--- src/rtl/aoi222_rr_arb3.sv ---
// Three-requester round-robin arbiter with bounded hold time and a one-cycle
// break-before-make gap, driving the select terms of a shared AOI222 path.
module aoi222_rr_arb3 #(
  parameter int MAX_HOLD = 8
) (
  input  logic       CK,
  input  logic       RST,
  input  logic [2:0] REQ,
  input  logic       RLS,
  input  logic [2:0] D,
  output logic [2:0] GNT,
  output logic [1:0] OWNER,
  output logic       BUSY,
  output logic       ZN
);

  typedef enum logic [1:0] {
    ST_IDLE  = 2'd0,
    ST_GRANT = 2'd1,
    ST_GAP   = 2'd2
  } state_t;

  localparam logic [7:0] HOLD_LAST = 8'(MAX_HOLD - 1);

  state_t     state_r, state_n;
  logic [2:0] gnt_r, gnt_n;
  logic [1:0] owner_r, owner_n;
  logic       busy_r, busy_n;
  logic       zn_r;
  logic [7:0] hcnt_r, hcnt_n;
  logic [1:0] ptr_r, ptr_n;
  logic [1:0] win_s;
  logic       release_s;

  // First asserted request after the last owner; the last owner comes last.
  function automatic logic [1:0] rr_pick(input logic [2:0] req, input logic [1:0] ptr);
    logic [1:0] pick;
    case (ptr)
      2'd0: begin
        if (req[1])      pick = 2'd1;
        else if (req[2]) pick = 2'd2;
        else             pick = 2'd0;
      end
      2'd1: begin
        if (req[2])      pick = 2'd2;
        else if (req[0]) pick = 2'd0;
        else             pick = 2'd1;
      end
      default: begin
        if (req[0])      pick = 2'd0;
        else if (req[1]) pick = 2'd1;
        else             pick = 2'd2;
      end
    endcase
    return pick;
  endfunction

  function automatic logic [2:0] idx_to_onehot(input logic [1:0] idx);
    logic [2:0] oh;
    case (idx)
      2'd0:    oh = 3'b001;
      2'd1:    oh = 3'b010;
      default: oh = 3'b100;
    endcase
    return oh;
  endfunction

  // Owner gives up the bus on release, on dropping its request, or at the hold limit.
  assign win_s     = rr_pick(REQ, ptr_r);
  assign release_s = RLS || ((REQ & gnt_r) == 3'b000) || (hcnt_r == HOLD_LAST);

  // Next-state and next-output logic for the arbitration FSM.
  always_comb begin
    state_n = state_r;
    gnt_n   = gnt_r;
    owner_n = owner_r;
    busy_n  = busy_r;
    hcnt_n  = hcnt_r;
    ptr_n   = ptr_r;
    case (state_r)
      ST_IDLE, ST_GAP: begin
        if (REQ != 3'b000) begin
          state_n = ST_GRANT;
          gnt_n   = idx_to_onehot(win_s);
          owner_n = win_s;
          busy_n  = 1'b1;
          hcnt_n  = 8'd0;
          ptr_n   = win_s;
        end else begin
          state_n = ST_IDLE;
          gnt_n   = 3'b000;
          busy_n  = 1'b0;
          hcnt_n  = 8'd0;
        end
      end
      ST_GRANT: begin
        if (release_s) begin
          state_n = ST_GAP;
          gnt_n   = 3'b000;
          busy_n  = 1'b0;
          hcnt_n  = 8'd0;
        end else begin
          hcnt_n  = hcnt_r + 8'd1;
        end
      end
      default: begin
        state_n = ST_IDLE;
        gnt_n   = 3'b000;
        busy_n  = 1'b0;
        hcnt_n  = 8'd0;
      end
    endcase
  end

  // State and registered outputs; reset leaves requester 0 with top priority.
  always_ff @(posedge CK or posedge RST) begin
    if (RST) begin
      state_r <= ST_IDLE;
      gnt_r   <= 3'b000;
      owner_r <= 2'd0;
      busy_r  <= 1'b0;
      hcnt_r  <= 8'd0;
      ptr_r   <= 2'd2;
    end else begin
      state_r <= state_n;
      gnt_r   <= gnt_n;
      owner_r <= owner_n;
      busy_r  <= busy_n;
      hcnt_r  <= hcnt_n;
      ptr_r   <= ptr_n;
    end
  end

  // Shared AOI222 output, evaluated with the grant in force before the edge.
  always_ff @(posedge CK or posedge RST) begin
    if (RST) begin
      zn_r <= 1'b1;
    end else begin
      zn_r <= ~|(D & gnt_r);
    end
  end

  assign GNT   = gnt_r;
  assign OWNER = owner_r;
  assign BUSY  = busy_r;
  assign ZN    = zn_r;

endmodule

--- config.mk ---
export PLATFORM = sky130hd
export DESIGN_NAME = aoi222_rr_arb3
export DESIGN_NICKNAME = d
export VERILOG_FILES = /design/src/rtl/aoi222_rr_arb3.sv
export SDC_FILE = /design/constraint.sdc
export NUM_CORES = 1
export LEC_CHECK = 0
export ABC_AREA = 1
export BUFFER_PORTS_ARGS = -buffer_cell sky130_fd_sc_hd__buf_2
export CAP_MARGIN = 20
export CORE_UTILIZATION = 34
export CTS_CLUSTER_DIAMETER = 150
export DETAILED_ROUTE_END_ITERATION = 7
export PLACE_DENSITY = 0.53
export SYNTH_ARGS = -nofsm -noshare
export SYNTH_HDL_FRONTEND = slang
export SYNTH_SLANG_ARGS = --single-unit
--- constraint.sdc ---
create_clock -name CK -period 1.1 [get_ports CK]
set_input_delay 0.165 -clock CK [delete_from_list [all_inputs] [get_ports CK]]
set_output_delay 0.165 -clock CK [all_outputs]
set_load 0.05 [all_outputs]
# --- Yosys cells after proc, flatten, opt, wreduce, memory -nomap -nowiden ---
# Cells that the tools add are included.
# Widths: inputs -> output; s select.
classes:
  n_mux: 19
  n_eq_ne: 6
  n_addsub: 1
  reduce_logical: 11
  bitwise_logic: 2
ops:
  columns: ["op", "count"]
  rows:
  - ["$mux 8", 2]
  - ["$mux 2", 6]
  - ["$pmux 3 s2", 2]
  - ["$add 8x1->8 const B", 1]
  - ["$eq 8x3->1 const B", 1]
  - ["$pmux 2 s2", 2]
  - ["$and 3x3->3", 2]
  - ["$eq 2x1->1 const B", 3]
  - ["$logic_not 2->1", 3]
  - ["$mux 3", 2]
  - ["$mux 1", 4]
  - ["$logic_not 3->1", 1]
  - ["$reduce_bool 3->1", 1]
  - ["$reduce_or 3->1", 1]
  - ["$eq 2x2->1 const B", 1]
  - ["$logic_or 1x1->1", 2]
  - ["$ne 2x2->1 const B", 1]
  - ["$pmux 1 s2", 1]
  - ["$reduce_and 2->1", 1]
  - ["$reduce_or 2->1", 1]
  - ["$logic_not 1->1", 1]
totals:
  word_cells: 46
  out_inout_bits: 7
  regBits: 19

# --- Logic depth before layout (Yosys ltp) ---
logic_depth:
  word_depth: 7
  depth_mapped: 7
  mapped_depth_nobuf: 7

# --- Worst setup path after synthesis ---
# No wires, ideal clock.
synth_path:
  path_kind: "reg-to-reg"
  startpoint: "register gnt_r[1] (netlist: GNT[1])"
  endpoint: "register hcnt_r[4]"
  arrival_ns: 1.207
  synth_period_minus_slack_ns: 1.276
  stages_incl_launch_ff: 7
  setup_slack_ns: -0.176
  cell_sequence: "dfrtp_1 > nand2_1 > nand3_1 > nand2_2 > nor2_8 > nand2_2 > nor2_2"
synth_between:
  elab_chain_cells: 6
synth_lines:
  columns: ["item", "line_no", "rtl"]
  rows:
  - ["from (decl)", "26", "logic [2:0] gnt_r, gnt_n;"]
  - ["from (signal assigned)", "126", "gnt_r <= gnt_n;"]
  - ["$and 3x3->3", "70", "assign release_s = RLS || ((REQ & gnt_r) == 3'b000) || (hcnt_r == HOLD_LAST);"]
  - ["$logic_not 3->1", "70", null]
  - ["$logic_or 1x1->1 (2 in series)", "70", null]
  - ["$mux 8", "97", "if (release_s) begin"]
  - ["$mux 8", null, null]
  - ["net hcnt_n[4]", "30", "logic [7:0] hcnt_r, hcnt_n;"]
  - ["to (signal assigned)", "129", "hcnt_r <= hcnt_n;"]
  - ["to (decl)", "30", null]
# The timed path passes the listed nets, and every way through them passes these cells.
# A chain may end at the register's enable or synchronous reset.

# --- Worst setup path after layout ---
layout_path:
  startpoint: "register hcnt_r[0]"
  endpoint: "register hcnt_r[5]"
layout_between:
  elab_chain_cells: 4
  elab_cells_between_ends: 5
  classes_between: "add/sub (1); eq/ne (1); mux (2); reduce/logical (1)"
layout_lines:
  columns: ["item", "line_no"]
  rows:
  - ["branches (longest 2 deep; another with $add 8x1->8)", null]
  - ["$mux 8 *", "97"]
  - ["$mux 8 *", null]
  - ["net hcnt_n[5]", "30"]
# Mark *: on every way through the listed nets, which the timed path passes.

==> impl_metrics.env <==
export IMPL_synth_avg_cell_area_um2=8.10
export IMPL_critical_path_required_ns=1.33
export IMPL_seq_area_um2=457
export IMPL_timing_rr_end="hcnt_r[5]$_DFF_PP0_"
export IMPL_tritoncts="done"
export IMPL_fin_worst_hold_slack_ns=0.141
export IMPL_detail_route_iter0_violations=9
export IMPL_yosysUniqueCellTypes=22
export IMPL_number_of_global_route_vias_before_repair=806
export IMPL_final_critical_path_setup_slack_ns=-0.0817
export IMPL_startpoint_type="flop"
export IMPL_leakagePower_nw=0.668
export IMPL_core_um2=2540
export IMPL_worstSetupEndpoint="hcnt_r[5]$_DFF_PP0_"
export IMPL_dpl_instance_area_um2=1150
export IMPL_num_io_pins=16
export IMPL_yosys_register_bits=18
export IMPL_failed_checks="setup timing"
export IMPL_ant_diodes=0
export IMPL_async_reset_ff_share_pct=100
export IMPL_finish_net_count=165
export IMPL_holdCritPathClass="in -> reg"
export IMPL_stdcell_area_um2=1370
export IMPL_max_clock_freq_ghz=0.846
export IMPL_grt_use_total_pct=16.2
export IMPL_final_period_utilization_pct=107
export IMPL_primary_ff_master_synth="sky130_fd_sc_hd__dfrtp_1"
export IMPL_dieArea_um2=2980
export IMPL_fillCellCount=237
export IMPL_fraction_of_layout_instances_using_a_drive_strength_above_1_pct=50.0
export IMPL_port_buffers=15
export IMPL_final_hold_violation_count=0
export IMPL_drc_errors=0
export IMPL_warnings_synthesis=0
export IMPL_initial_core_util_pct=36.9
export IMPL_grt_antenna_before_repair=0
export IMPL_synth_fp_nets=126
export IMPL_timing_final_setup_violations=18
export IMPL_cts_buffer_depth=2
export IMPL_final_max_slew_violation_count=0
export IMPL_number_of_synthesized_flops_with_an_enable_pin=0
export IMPL_worst_skew_pair_late_latency_ns=0.30
export IMPL_fp_dieH_um=54.6
export IMPL_dp_hpwl_um=1510
export IMPL_detail_route_vias_per_cell=4.67
export IMPL_start_of_the_worst_register_to_register_path="hcnt_r[0]$_DFF_PP0_"
export IMPL_synthesis_instances=116
export IMPL_power_ir_vdd_worst_uv=1600
export IMPL_cts_reportedPaths_clkPinSlew_ns=0.11
export IMPL_grt_first_pass_wirelength_um=3390
export IMPL_skew_ns=0.0105
export IMPL_worstSetupPathType="reg -> reg"
export IMPL_globalRouteOverflowTotal=0
export IMPL_ctsRootBufferMaster="sky130_fd_sc_hd__clkbuf_4"
export IMPL_drt_pre_antenna_iters=4
export IMPL_drt_wl_total_um=2190
export IMPL_area_delta_synth_final_pct=45.7
export IMPL_reg2regPathDepth=6
export IMPL_cts_buffers_inserted=3
export IMPL_post_synthesis_cell_area_um2=940
export IMPL_grt_max_degree=12
export IMPL_htree_levels=1
export IMPL_worst_slew_pin_slew_ns=0.317
export IMPL_outcome="finished with violations"
export IMPL_unrepaired_setup_endpoints_after_global_routing="true"
export IMPL_post_drt_wl_per_cell_um=11.9
export IMPL_floorplan_die_width_um=54.6
export IMPL_worstPathArrival_ns=1.41
export IMPL_path_max_fanout=8
export IMPL_total_power_mw=2.94
export IMPL_final_antenna_net_count=0
export IMPL_slew_limit_headroom_pct=78.9
export IMPL_synth_sequential_area_ratio_pct=48.2
export IMPL_fp_row_count=18
export IMPL_post_place_ws_ns=-0.0503
export IMPL_vias=860
export IMPL_power_density_normalized_to_cell_area_nw_per_um2=2150
export IMPL_startpoint="hcnt_r[0]$_DFF_PP0_"
export IMPL_final_period_minus_worst_setup_slack_ns=1.18
export IMPL_clock_sinks=18
export IMPL_multiInputGateArea_um2=477
export IMPL_cap_violations=0
export IMPL_reg2reg_slack_ns=-0.08
export IMPL_critPathCaptureType="flop"
export IMPL_globalplace_congestion=0.774
synthesized netlist by cell type (2+ instances only):
cell / instances / area, um2
sky130_fd_sc_hd__nand2_2: 7 / 43.8
sky130_fd_sc_hd__o21ai_1: 2 / 10.0
sky130_fd_sc_hd__dfstp_2: 2 / 52.6
sky130_fd_sc_hd__nor2_2: 9 / 56.3
sky130_fd_sc_hd__dfrtp_1: 16 / 400
sky130_fd_sc_hd__nor2_1: 12 / 45.0
sky130_fd_sc_hd__o21bai_1: 2 / 15.0
sky130_fd_sc_hd__inv_1: 14 / 52.6
sky130_fd_sc_hd__nand2_1: 33 / 124
sky130_fd_sc_hd__nand3_1: 7 / 35.0
kinds of logic after synthesis:
kind of cell	count (synthesis)	synth area share (%)
adder cells (fa/ha/maj)	1	1.33
XOR/XNOR	1	0.932
AND/OR/NAND/NOR	73	37.7
AO/OA/AOI/OAI	6	4.13
flip-flops	18	48.2
buffers and inverters	17	7.72
cell usage in the layout (no fill, tap or decap), types with 2 or more instances in the layout:
master | synthesis | layout
sky130_fd_sc_hd__nand2_1 | 33 | 28
sky130_fd_sc_hd__buf_4 | 1 | 16
sky130_fd_sc_hd__dfrtp_1 | 16 | 13
sky130_fd_sc_hd__inv_1 | 14 | 13
sky130_fd_sc_hd__nand2_2 | 7 | 12
sky130_fd_sc_hd__nor2_1 | 12 | 10
sky130_fd_sc_hd__nor2_2 | 9 | 10
sky130_fd_sc_hd__buf_2 | 0 | 8
sky130_fd_sc_hd__nand3_1 | 7 | 5
sky130_fd_sc_hd__buf_6 | 0 | 5
sky130_fd_sc_hd__buf_8 | 0 | 4
sky130_fd_sc_hd__dfrtp_2 | 0 | 3
sky130_fd_sc_hd__clkbuf_4 | 0 | 3
sky130_fd_sc_hd__dfstp_2 | 2 | 2
sky130_fd_sc_hd__inv_2 | 1 | 2
sky130_fd_sc_hd__nand3_2 | 0 | 2
sky130_fd_sc_hd__nor2_4 | 1 | 2
sky130_fd_sc_hd__o21bai_1 | 2 | 2
sky130_fd_sc_hd__dlygate4sd3_1 | 0 | 2
power by group:
| group | total (mW) | internal (mW) | switching (mW) |
|---|---|---|---|
| Clock | 0.412 | 0.202 | 0.211 |
| Sequential | 0.975 | 0.854 | 0.121 |
| Combinational | 1.55 | 0.662 | 0.890 |
| Total | 2.94 | 1.72 | 1.22 |
critical path, cell delays in order, from the launching register on:
cell and delay, ns:
sky130_fd_sc_hd__dfrtp_1 0.43, sky130_fd_sc_hd__ha_4 0.18, sky130_fd_sc_hd__nand3_2 0.09, sky130_fd_sc_hd__nor2_4 0.05
sky130_fd_sc_hd__nor2_8 0.20, sky130_fd_sc_hd__inv_6 0.08, sky130_fd_sc_hd__nor2_2 0.08
final cells by class:
| cell class | instances | area share [%] |
|---|---|---|
| Clock buffer | 4 | 2.65 |
| Inverter | 16 | 4.75 |
| Multi-Input combinational cell | 81 | 34.8 |
| Sequential cell | 18 | 33.4 |
| Tap cell | 30 | 2.74 |
| Timing Repair Buffer | 35 | 21.7 |
per-layer routing:
layer | routed length, um | GRT usage [%]
met1 | 964 | 21.1
met2 | 1130 | 26.8
met3 | 45 | 1.67
met4 | 40 | 7.69
met5 | 0 | 0
sequential cells by signal, summed over array words and instances (netlist names):
| name | count |
|---|---|
| hcnt_r | 8 |
| GNT | 3 |
| BUSY | 1 |
| state_r | 2 |
| ptr_r | 1 |
| OWNER | 2 |
| ZN | 1 |
how the worst min path moves through the flow:
| stage | startpoint | to | slack [ns] | depth (start not counted) |
|---|---|---|---|---|
| final | D[1] | ZN$_DFF_PP1_ | 0.14 | 3 |
| after global routing | D[1] | ZN$_DFF_PP1_ | 0.13 | 3 |
| after CTS | D[1] | ZN$_DFF_PP1_ | 0.09 | 3 |
| after detailed placement | RST | OWNER[1]$_DFFE_PP0N_ | 0.14 | 2 |
| after global placement | RST | OWNER[1]$_DFFE_PP0N_ | 0.13 | 2 |
| after floorplan | RST | BUSY$_DFFE_PP0P_ | 0.10 | 1 |
per-stage QoR:
stage          instances  utilization, %  setup TNS, ns
2_1_floorplan        116               -         -0.662
3_3_place_gp         173            45.3         -0.161
3_5_place_dp         173            45.3         -0.472
4_1_cts              182            51.4          -1.02
5_1_grt              184            53.8          -2.01
6_report             184            53.8         -0.930
timing repair:
item	4_1_cts	5_1_grt
hold endpoints to repair	6	0
resized for setup	21	16
pin swaps	5	7
gates cloned	0	0
buffers inserted	3	2
endpoints found under the setup margin	20	24
hold buffers	2	0
Power figures use the tool's default switching activity.
